==> config.mk <==
export PLATFORM = sky130hd
export DESIGN_NAME = interrupt_sequencer_flat
export DESIGN_NICKNAME = d
export VERILOG_FILES = /design/src/rtl/interrupt_sequencer_if.sv /design/src/rtl/interrupt_sequencer.sv /design/src/flat_wrapper.sv
export SDC_FILE = /design/constraint.sdc
export NUM_CORES = 1
export LEC_CHECK = 0
export CORE_ASPECT_RATIO = 1.25
export CORE_MARGIN = 4
export CORE_UTILIZATION = 38
export DETAILED_ROUTE_END_ITERATION = 10
export MAX_ROUTING_LAYER = met4
export PLACE_DENSITY = 0.89
export SLEW_MARGIN = 25
export SYNTH_ARGS = -nofsm -noshare
export SYNTH_HDL_FRONTEND = slang
export SYNTH_SLANG_ARGS = --single-unit
==> constraint.sdc <==
create_clock -name clk -period 1.7 [get_ports clk]
set_input_delay 0.51 -clock clk [delete_from_list [all_inputs] [get_ports clk]]
set_output_delay 0.51 -clock clk [all_outputs]
set_load 0.03 [all_outputs]
==> src/rtl/interrupt_sequencer_if.sv <==
// interrupt_sequencer_if: pipeline-facing bundle of the interrupt sequencer.
// master = sequencer side, slave = pipeline/memory side.
interface interrupt_sequencer_if;
    logic        int_req;
    logic        rti_in_ex;
    logic        branch_taken;
    logic [31:0] pc_next;
    logic [2:0]  flags_in;
    logic [15:0] pop_data;
    logic        stall_out;
    logic        flush_out;
    logic        mem_push;
    logic        mem_pop;
    logic [15:0] push_data;
    logic        pc_load;
    logic [31:0] pc_load_value;
    logic        flags_restore;
    logic [2:0]  flags_value;
    logic        int_ack;
    logic        busy;
    modport master (
        input  int_req, rti_in_ex, branch_taken, pc_next, flags_in, pop_data,
        output stall_out, flush_out, mem_push, mem_pop, push_data, pc_load,
               pc_load_value, flags_restore, flags_value, int_ack, busy
    );
    modport slave (
        output int_req, rti_in_ex, branch_taken, pc_next, flags_in, pop_data,
        input  stall_out, flush_out, mem_push, mem_pop, push_data, pc_load,
               pc_load_value, flags_restore, flags_value, int_ack, busy
    );
endinterface

==> src/rtl/interrupt_sequencer.sv <==
// interrupt_sequencer: sequences interrupt entry (drain, push PC/flags, vector) and RTI return.
// Define INT_SAVE_FLAGS_EN to also save and restore the flag register on the stack.
module interrupt_sequencer #(
    parameter logic [31:0] ISR_ADDR     = 32'h0000_0020,
    parameter int          DRAIN_CYCLES = 2
) (
    input logic                   clk,
    input logic                   reset,
    interrupt_sequencer_if.master bus
);
    localparam int CW = $clog2(DRAIN_CYCLES + 1);
    typedef enum logic [3:0] {
        IDLE, DRAIN, PUSH_HI, PUSH_LO, PUSH_FLG, VECTOR, POP_FLG, POP_LO, POP_HI, RESTORE
    } state_t;
`ifdef INT_SAVE_FLAGS_EN
    localparam state_t RTI_FIRST = POP_FLG;
    localparam state_t AFTER_LO  = PUSH_FLG;
`else
    localparam state_t RTI_FIRST = POP_LO;
    localparam state_t AFTER_LO  = VECTOR;
`endif
    state_t        state, state_n;
    logic          int_req_q, pending;
    logic [31:0]   pc_q;
    logic [CW-1:0] cnt;
    logic          enter_drain, drain_done;
`ifdef INT_SAVE_FLAGS_EN
    logic [2:0]    flags_q;
`endif
    // RTI outranks a pending interrupt; a resolving branch only blocks entry
    assign enter_drain = state == IDLE && !bus.rti_in_ex && pending && !bus.branch_taken;
    assign drain_done  = cnt == CW'(DRAIN_CYCLES - 1);
    always_ff @(posedge clk or posedge reset)
        if (reset) state <= IDLE;
        else       state <= state_n;
    always_comb begin
        state_n = state;
        case (state)
            IDLE:     state_n = bus.rti_in_ex ? RTI_FIRST : enter_drain ? DRAIN : IDLE;
            DRAIN:    state_n = drain_done ? PUSH_HI : DRAIN;
            PUSH_HI:  state_n = PUSH_LO;
            PUSH_LO:  state_n = AFTER_LO;
            PUSH_FLG: state_n = VECTOR;
            VECTOR:   state_n = IDLE;
            POP_FLG:  state_n = POP_LO;
            POP_LO:   state_n = POP_HI;
            POP_HI:   state_n = RESTORE;
            default:  state_n = IDLE;
        endcase
    end
    always_ff @(posedge clk or posedge reset)
        if (reset) begin
            int_req_q <= 1'b0;
            pending   <= 1'b0;
            pc_q      <= '0;
            cnt       <= '0;
`ifdef INT_SAVE_FLAGS_EN
            flags_q   <= '0;
`endif
        end else begin
            int_req_q <= bus.int_req;
            pending   <= (bus.int_req && !int_req_q) || (pending && !enter_drain);
            cnt       <= state == DRAIN ? cnt + CW'(1) : '0;
            if (enter_drain) pc_q <= bus.pc_next;
            if (state == POP_HI) pc_q[15:0] <= bus.pop_data;
            if (state == RESTORE) pc_q[31:16] <= bus.pop_data;
`ifdef INT_SAVE_FLAGS_EN
            if (enter_drain) flags_q <= bus.flags_in;
            if (state == POP_LO) flags_q <= bus.pop_data[2:0];
`endif
        end
    always_comb begin
        bus.busy          = state != IDLE;
        bus.stall_out     = state != IDLE;
        bus.flush_out     = state == DRAIN || state == RTI_FIRST;
        bus.mem_push      = state inside {PUSH_HI, PUSH_LO, PUSH_FLG};
        bus.mem_pop       = state inside {POP_FLG, POP_LO, POP_HI};
        bus.pc_load       = state == VECTOR || state == RESTORE;
        bus.int_ack       = state == VECTOR;
        bus.pc_load_value = state == VECTOR ? ISR_ADDR :
                            state == RESTORE ? {bus.pop_data, pc_q[15:0]} : '0;
`ifdef INT_SAVE_FLAGS_EN
        bus.push_data     = state == PUSH_HI ? pc_q[31:16] : state == PUSH_LO ? pc_q[15:0] :
                            state == PUSH_FLG ? {13'b0, flags_q} : '0;
        bus.flags_restore = state == RESTORE;
        bus.flags_value   = state == RESTORE ? flags_q : '0;
`else
        bus.push_data     = state == PUSH_HI ? pc_q[31:16] : state == PUSH_LO ? pc_q[15:0] : '0;
        bus.flags_restore = 1'b0;
        bus.flags_value   = '0;
`endif
    end
endmodule

==> src/flat_wrapper.sv <==
// flat-port wrapper written by rule: the top's interface ports become plain ports
module interrupt_sequencer_flat 
#(
    parameter logic [31:0] ISR_ADDR     = 32'h0000_0020,
    parameter int          DRAIN_CYCLES = 2
)
  (clk, reset, bus_int_req, bus_rti_in_ex, bus_branch_taken, bus_pc_next, bus_flags_in, bus_pop_data, bus_stall_out, bus_flush_out, bus_mem_push, bus_mem_pop, bus_push_data, bus_pc_load, bus_pc_load_value, bus_flags_restore, bus_flags_value, bus_int_ack, bus_busy);
  interrupt_sequencer_if bus_i ();
  input logic clk;
  input logic reset;
  input wire logic [$bits(bus_i.int_req)-1:0] bus_int_req;
  input wire logic [$bits(bus_i.rti_in_ex)-1:0] bus_rti_in_ex;
  input wire logic [$bits(bus_i.branch_taken)-1:0] bus_branch_taken;
  input wire logic [$bits(bus_i.pc_next)-1:0] bus_pc_next;
  input wire logic [$bits(bus_i.flags_in)-1:0] bus_flags_in;
  input wire logic [$bits(bus_i.pop_data)-1:0] bus_pop_data;
  output wire logic [$bits(bus_i.stall_out)-1:0] bus_stall_out;
  output wire logic [$bits(bus_i.flush_out)-1:0] bus_flush_out;
  output wire logic [$bits(bus_i.mem_push)-1:0] bus_mem_push;
  output wire logic [$bits(bus_i.mem_pop)-1:0] bus_mem_pop;
  output wire logic [$bits(bus_i.push_data)-1:0] bus_push_data;
  output wire logic [$bits(bus_i.pc_load)-1:0] bus_pc_load;
  output wire logic [$bits(bus_i.pc_load_value)-1:0] bus_pc_load_value;
  output wire logic [$bits(bus_i.flags_restore)-1:0] bus_flags_restore;
  output wire logic [$bits(bus_i.flags_value)-1:0] bus_flags_value;
  output wire logic [$bits(bus_i.int_ack)-1:0] bus_int_ack;
  output wire logic [$bits(bus_i.busy)-1:0] bus_busy;
  assign bus_i.int_req = bus_int_req;
  assign bus_i.rti_in_ex = bus_rti_in_ex;
  assign bus_i.branch_taken = bus_branch_taken;
  assign bus_i.pc_next = bus_pc_next;
  assign bus_i.flags_in = bus_flags_in;
  assign bus_i.pop_data = bus_pop_data;
  assign bus_stall_out = bus_i.stall_out;
  assign bus_flush_out = bus_i.flush_out;
  assign bus_mem_push = bus_i.mem_push;
  assign bus_mem_pop = bus_i.mem_pop;
  assign bus_push_data = bus_i.push_data;
  assign bus_pc_load = bus_i.pc_load;
  assign bus_pc_load_value = bus_i.pc_load_value;
  assign bus_flags_restore = bus_i.flags_restore;
  assign bus_flags_value = bus_i.flags_value;
  assign bus_int_ack = bus_i.int_ack;
  assign bus_busy = bus_i.busy;
  interrupt_sequencer #(.ISR_ADDR(ISR_ADDR), .DRAIN_CYCLES(DRAIN_CYCLES)) u_core (.clk(clk), .reset(reset), .bus(bus_i));
endmodule
==> results_dict.tcl, run 1 <==
set metrics [dict create \
    grt_pass1_wl_um 14300 \
    worst-endpoint-required_ns 1.19 \
    drive_gt1_share_pct 51.8 \
    crit_path_start_kind "flop" \
    ys_seq_area_share_pct 38.4 \
    clkSinkCount 40 \
    via_count 3011 \
    power.total_mw 7.44 \
    hold_slack_ns 0.442 \
    violations "setup timing" \
    synth-edff-count 0 \
    yosys-top-cells-area "dfrtp_1 (38%), o211ai_1 (13%), nand2_1 (5.9%)" \
    grt-ovfl-total 0 \
    place_hpwl_um 6170 \
    pin_count 115 \
    powerDensity_nw_per_um2 1500 \
    routedWlPerCell_um 19.7 \
    crit_type "reg2out" \
    antenna_found_initial 0 \
    combPwrFrac_pct 64.1 \
    routabilityCongestion 0.837 \
    stdcell_count 543 \
    drv_cap 0 \
    crit_path_end_kind "output pin" \
    syn_to_final_growth_pct 89.9 \
    syn_area_sq_um 2610 \
    cts_buffers 5 \
    wl_met1_um 3990 \
    rsz0062_at_grt "yes" \
    synth_top_area_cell "dfrtp_1" \
    hold_path_depth 1 \
    antenna_left 0 \
    hold_path_class "reg2reg" \
    swShare_pct 42.3 \
    yosys_register_bits 40 \
    synth_top_area_share_pct 38.4 \
    dieWidth_um 82.1 \
    grt_use_total_pct 22.8 \
    finalHoldViolCount 0 \
    dieHeight_um 101 \
    period_needed_ns 2.19 \
    dominantRegCellSynth "dfrtp_1" \
    die_area_sq_um 8260 \
    reg2reg_slack_ns -0.32 \
    syn_area_per_cell_sq_um 8.83 \
    rows 33 \
    seq_power_share_pct 24.7 \
    post-place-ws_ns -0.490 \
    wl_met2_um 5670 \
    crit_start "u_core.state[2]" \
    path_clk_slew_ns 0.08 \
    drc 0 \
    worst_r2r_path_depth 9 \
    initial_core_util_pct 39.5 \
    wl_met3_um 661 \
    critPathArrivalTime_ns 1.68 \
    fin_ws_ns -0.487 \
    synth_most_common_cell "o211ai_1" \
    p_switching_mw 3.15 \
    wirelength_um 10700 \
    htreeDepth 2 \
    cts_tree "built" \
    nets 512 \
    clock.fmax_mhz 457 \
    status "complete, but fails checks" \
    placed_cells 509 \
    grt_pass1_vias 2963 \
    coreArea_sq_um 6610 \
    clockBufferDepth 2 \
    drv_slew 0 \
    ys_types 37 \
    min_from "u_core.cnt[0]" \
    p_clk_share_pct 11.2 \
    reg2reg_from "u_core.state[1]" \
    async_reset_ff_share_pct 100 \
    top_layer_used "met4" \
    clk-insertion-delay-late_ns 0.29 \
    finClkSkew_ns 0.00804 \
    n_antenna_cell 0 \
    drtIter0Drc 180 \
    drt_pass1_iterations 4 \
    total_leakage_power_nw 2.34 \
    vdd_drop_max_v 0.00111 \
    ys_top_cells_by_count "o211ai_1 (44), nand2_1 (41), dfrtp_1 (40), inv_1 (38), a22o_1 (17)" \
    root_buffer "clkbuf_8" \
    yosys_warnings 0 \
    p_int_mw 4.29 \
    grt_max_degree 41 \
    synth_cells 295 \
    holdPathEnd "u_core.cnt[0]" \
    numPortBuffers 107 \
    crit_fanout 11 \
    avgViaCountPerCell 5.55 \
    finalCritPeriodShare_pct 129 \
    setup_viol 89 \
    r2r-end "u_core.pc_q[13]" \
]
## worst max-delay path: stages (launching register included)
cell and delay (ns):
dfrtp_2 0.46, and4bb_4 0.45, buf_12 0.16, nand2_1 0.11, inv_2 0.08, buf_6 0.12
## registers in the layout, indices dropped and copies added, names as in the netlist
name,flops
u_core.cnt,2
u_core.int_req_q,1
u_core.pc_q,32
u_core.pending,1
u_core.state,4
## layout by cell type, fill, tap and decap left out, drive strengths merged, types with 2 or more instances in the layout
master,instances
a21o,2
a21oi,5
a22o,17
a41oi,4
and2,16
buf,124
clkbuf,11
clkdlybuf4s50,51
clkinv,2
conb,4
dfrtp,40
inv,38
nand2,41
nand2b,3
nand3,2
nor2,9
nor2b,3
nor3b,2
nor4,3
o211ai,56
o21ai,10
or3b,2
## power groups by stage
stage                     clock network [mW]  logic [mW]  registers [mW]
after global routing                   0.889        5.03            1.88
after detailed placement                   0        3.44            1.80
after global placement                     0        3.35            1.76
after floorplan                            0        2.41            1.71
final                                  0.832        4.77            1.84
after CTS                              0.841        3.76            1.75
## cell type report
class	count	area, sq um
Clock buffer	6	82.6
Clock inverter	2	38.8
Fill cell	416	1660
Inverter	39	146
Multi-Input combinational cell	188	1600
Sequential cell	40	1000
Tap cell	87	109
Timing Repair Buffer	181	1970
## repair_timing
item                                    in CTS  in global routing
gates cloned                                 0                  6
resized for setup                           75                 69
hold buffers                                 0                  0
buffers inserted                             8                 14
endpoints found under the setup margin      89                 90
pin swaps                                   18                 44
## through the flow
stage / util, % / cell area, sq um / setup TNS, ns
floorplan: - / 2810 / -5.21
global placement: 61.3 / 4050 / -21.66
detailed placement: 61.3 / 4050 / -23.41
CTS: 67.6 / 4470 / -21.65
global route: 74.9 / 4950 / -36.89
finish: 74.9 / 4950 / -31.07
## worst max path at each step
stage | cells after the start | slack [ns] | to
finish | 5 | -0.49 | bus_pc_load_value[23]
floorplan | 4 | -0.15 | bus_mem_pop
global route | 5 | -0.56 | bus_pc_load_value[28]
CTS | 4 | -0.45 | bus_mem_pop
detailed placement | 5 | -0.49 | u_core.pc_q[13]
global placement | 5 | -0.41 | u_core.pc_q[15]
## routing by layer
metal  up-vias  global-route usage [%]
met1      1468                    26.5
met2       158                    39.8
li1       1349                       -
met5         -                       -
met3        36                    3.76
met4         0                    6.91
## logic make-up after synthesis
logic type,count (synthesis),synth area share (%)
AO/OA/AOI/OAI,94,28.9
AND/OR/NAND/NOR,87,18.7
buffers and inverters,70,12.6
flip-flops,40,38.4
adder cells (fa/ha/maj),1,0.480
other,1,0.144
XOR/XNOR,1,0.336
multiplexers,1,0.384
(Power assumes the default switching activity.)
==> run 2: changes to the inputs <==
==> constraint.sdc (replaced) <==
create_clock -name clk -period 1.7 [get_ports clk]
set_input_delay 0.51 -clock clk [delete_from_list [all_inputs] [get_ports clk]]
set_output_delay 0.51 -clock clk [all_outputs]
set_load 0.01 [all_outputs]
==> run 2 against run 1 <==
  * The run still ends with setup timing left
  * Global-route usage decreased by 0.080 points
  * Final cell count rose by 1.3%
  * Utilization fell by 5.4 points
  * Sequential share of layout area is 1.6 points higher
  * Combinational power down 25%
  * Non-clock buffer count is 7 higher
  * Hold slack about the same
  * Flip-flop and latch count did not move
  * Final area fell by 7.2%
  * Maximum frequency grew 0.10%
  * Worst setup slack improved by 0.0022 ns
  * Critical path type unchanged
  * Largest cell class unchanged
==> results_dict.tcl, run 2 (synthesis results as in run 1) <==
set metrics [dict create \
    p_switching_mw 2.41 \
    crit_path_start_kind "flop" \
    place_hpwl_um 6230 \
    crit_fanout 7 \
    largest_reg_flops 32 \
    post-place-ws_ns -0.545 \
    design_area_sq_um 4590 \
    rows 33 \
    path_clk_slew_ns 0.07 \
    setup_viol 89 \
    fin_util_pct 69.5 \
    coreArea_sq_um 6610 \
    pin_count 115 \
    p_int_mw 3.59 \
    numPortBuffers 107 \
    nets 519 \
    antenna_found_initial 0 \
    vdd_drop_max_v 0.000945 \
    violations "setup timing" \
    clk-insertion-delay-late_ns 0.30 \
    placed_cells 516 \
    final_common_cell "clkdlybuf4s50_1" \
    swShare_pct 40.1 \
    worst_r2r_path_depth 8 \
    crit_type "reg2out" \
    fin_ws_ns -0.485 \
    rsz0062_at_grt "yes" \
    critPathArrivalTime_ns 1.67 \
    combPwrFrac_pct 59.6 \
    hold_path_class "reg2reg" \
    grt_pass1_vias 2927 \
    cp_top_family "simple AND/OR/NAND/NOR gates" \
    total_leakage_power_nw 2.28 \
    cpPeakStageDelay_ns 0.47 \
    grt_max_degree 41 \
    grt-ovfl-total 0 \
    regMostFlops "u_core.pc_q" \
    die_area_sq_um 8260 \
    powerDensity_nw_per_um2 1310 \
    htreeDepth 2 \
    drc 0 \
    hold_buffers 0 \
    status "complete, but fails checks" \
    stdcell_count 550 \
    clock.fmax_mhz 458 \
    clkSinkCount 40 \
    cts_buffers 5 \
    routedWlPerCell_um 17.2 \
    drive_gt1_share_pct 47.5 \
    p_clk_share_pct 10.5 \
    clockBufferDepth 2 \
    grt_pass1_wl_um 14300 \
    finClkSkew_ns 0.00667 \
    critPathBufInv 4 \
    avgViaCountPerCell 5.26 \
    routabilityCongestion 0.861 \
    period_needed_ns 2.18 \
    finalHoldViolCount 0 \
    n_fill_cell 499 \
    cts_tree "built" \
    path_cells "and4bb_4 > buf_12 > buf_6 > buf_6 > and2_4 > buf_6" \
    syn_to_final_growth_pct 76.3 \
    drtIter0Drc 134 \
    initial_core_util_pct 39.5 \
    largestRegisters "u_core.pc_q: 32 flops, u_core.state: 4 flops, u_core.cnt: 2 flops" \
    antenna_left 0 \
    drv_cap 0 \
    n_antenna_cell 0 \
    crit_path_end_kind "output pin" \
    dieHeight_um 101 \
    cp_slowest_cell "dfrtp_2" \
    hold_slack_ns 0.443 \
    worst-endpoint-required_ns 1.19 \
    fin_setup_tns_ns -28.25 \
    crit_top_cell "buf_6" \
    root_buffer "clkbuf_8" \
    finalCritPeriodShare_pct 129 \
    final_cell_mix "clkdlybuf4s50_1 (52), buf_4 (50), buf_6 (46), o211ai_1 (44), dfrtp_1 (36)" \
    drt_pass1_iterations 4 \
    drv_slew 0 \
    crit_cells 6 \
    wirelength_um 9440 \
    dpl-instance-area_sq_um 4130 \
    seq_power_share_pct 29.9 \
    hold_path_depth 1 \
    via_count 2893 \
    dieWidth_um 82.1 \
    grt_use_total_pct 22.8 \
    power.total_mw 6.00 \
]
-- run 2: path summary, 6_finish.rpt --
path / start / endpoint / slack (ns)
max: u_core.state[1] / bus_pc_load_value[12] / -0.48
min: u_core.cnt[0] / u_core.cnt[0] / 0.44
max reg2reg: u_core.state[1] / u_core.pc_q[10] / -0.25
min reg2reg: u_core.cnt[0] / u_core.cnt[0] / 0.44
max in group asynchronous: reset / u_core.state[1] / 0.92
min in group asynchronous: reset / u_core.pc_q[25] / 0.55
-- run 2: layer usage --
layer  GRT usage (%)  wire [um]  up-vias
li1                -          -     1357
met1            27.5       3700     1402
met2            39.4       4970      123
met3            3.40        659       11
met4            5.63        110        0
met5               -          0        -
-- run 2: timing repair --
action / CTS / global route
setup endpoints to repair: 86 / 89
gates cloned: 1 / 2
buffers inserted: 15 / 11
hold endpoints to repair: 0 / 0
pin swaps: 26 / 7
gates resized for setup: 287 / 44
-- run 2: power groups by stage --
stage	Clock [mW]	Sequential [mW]	Combinational, mW
after floorplan	0	1.69	1.84
after global placement	0	1.73	3.00
after detailed placement	0	1.76	3.08
after CTS	0.637	1.75	3.31
after global routing	0.680	1.85	3.85
final	0.631	1.79	3.58
-- run 2: area by class of cell --
cell class	count	area, sq um	share of cell area [%]
timing repair buffer	188	1750	38.1
sequential	40	1010	21.9
clock inverter	2	12.5	0.272
clock buffer	6	72.6	1.58
inverter	39	146	3.19
tap	87	109	2.37
multi-input combinational	188	1500	32.6
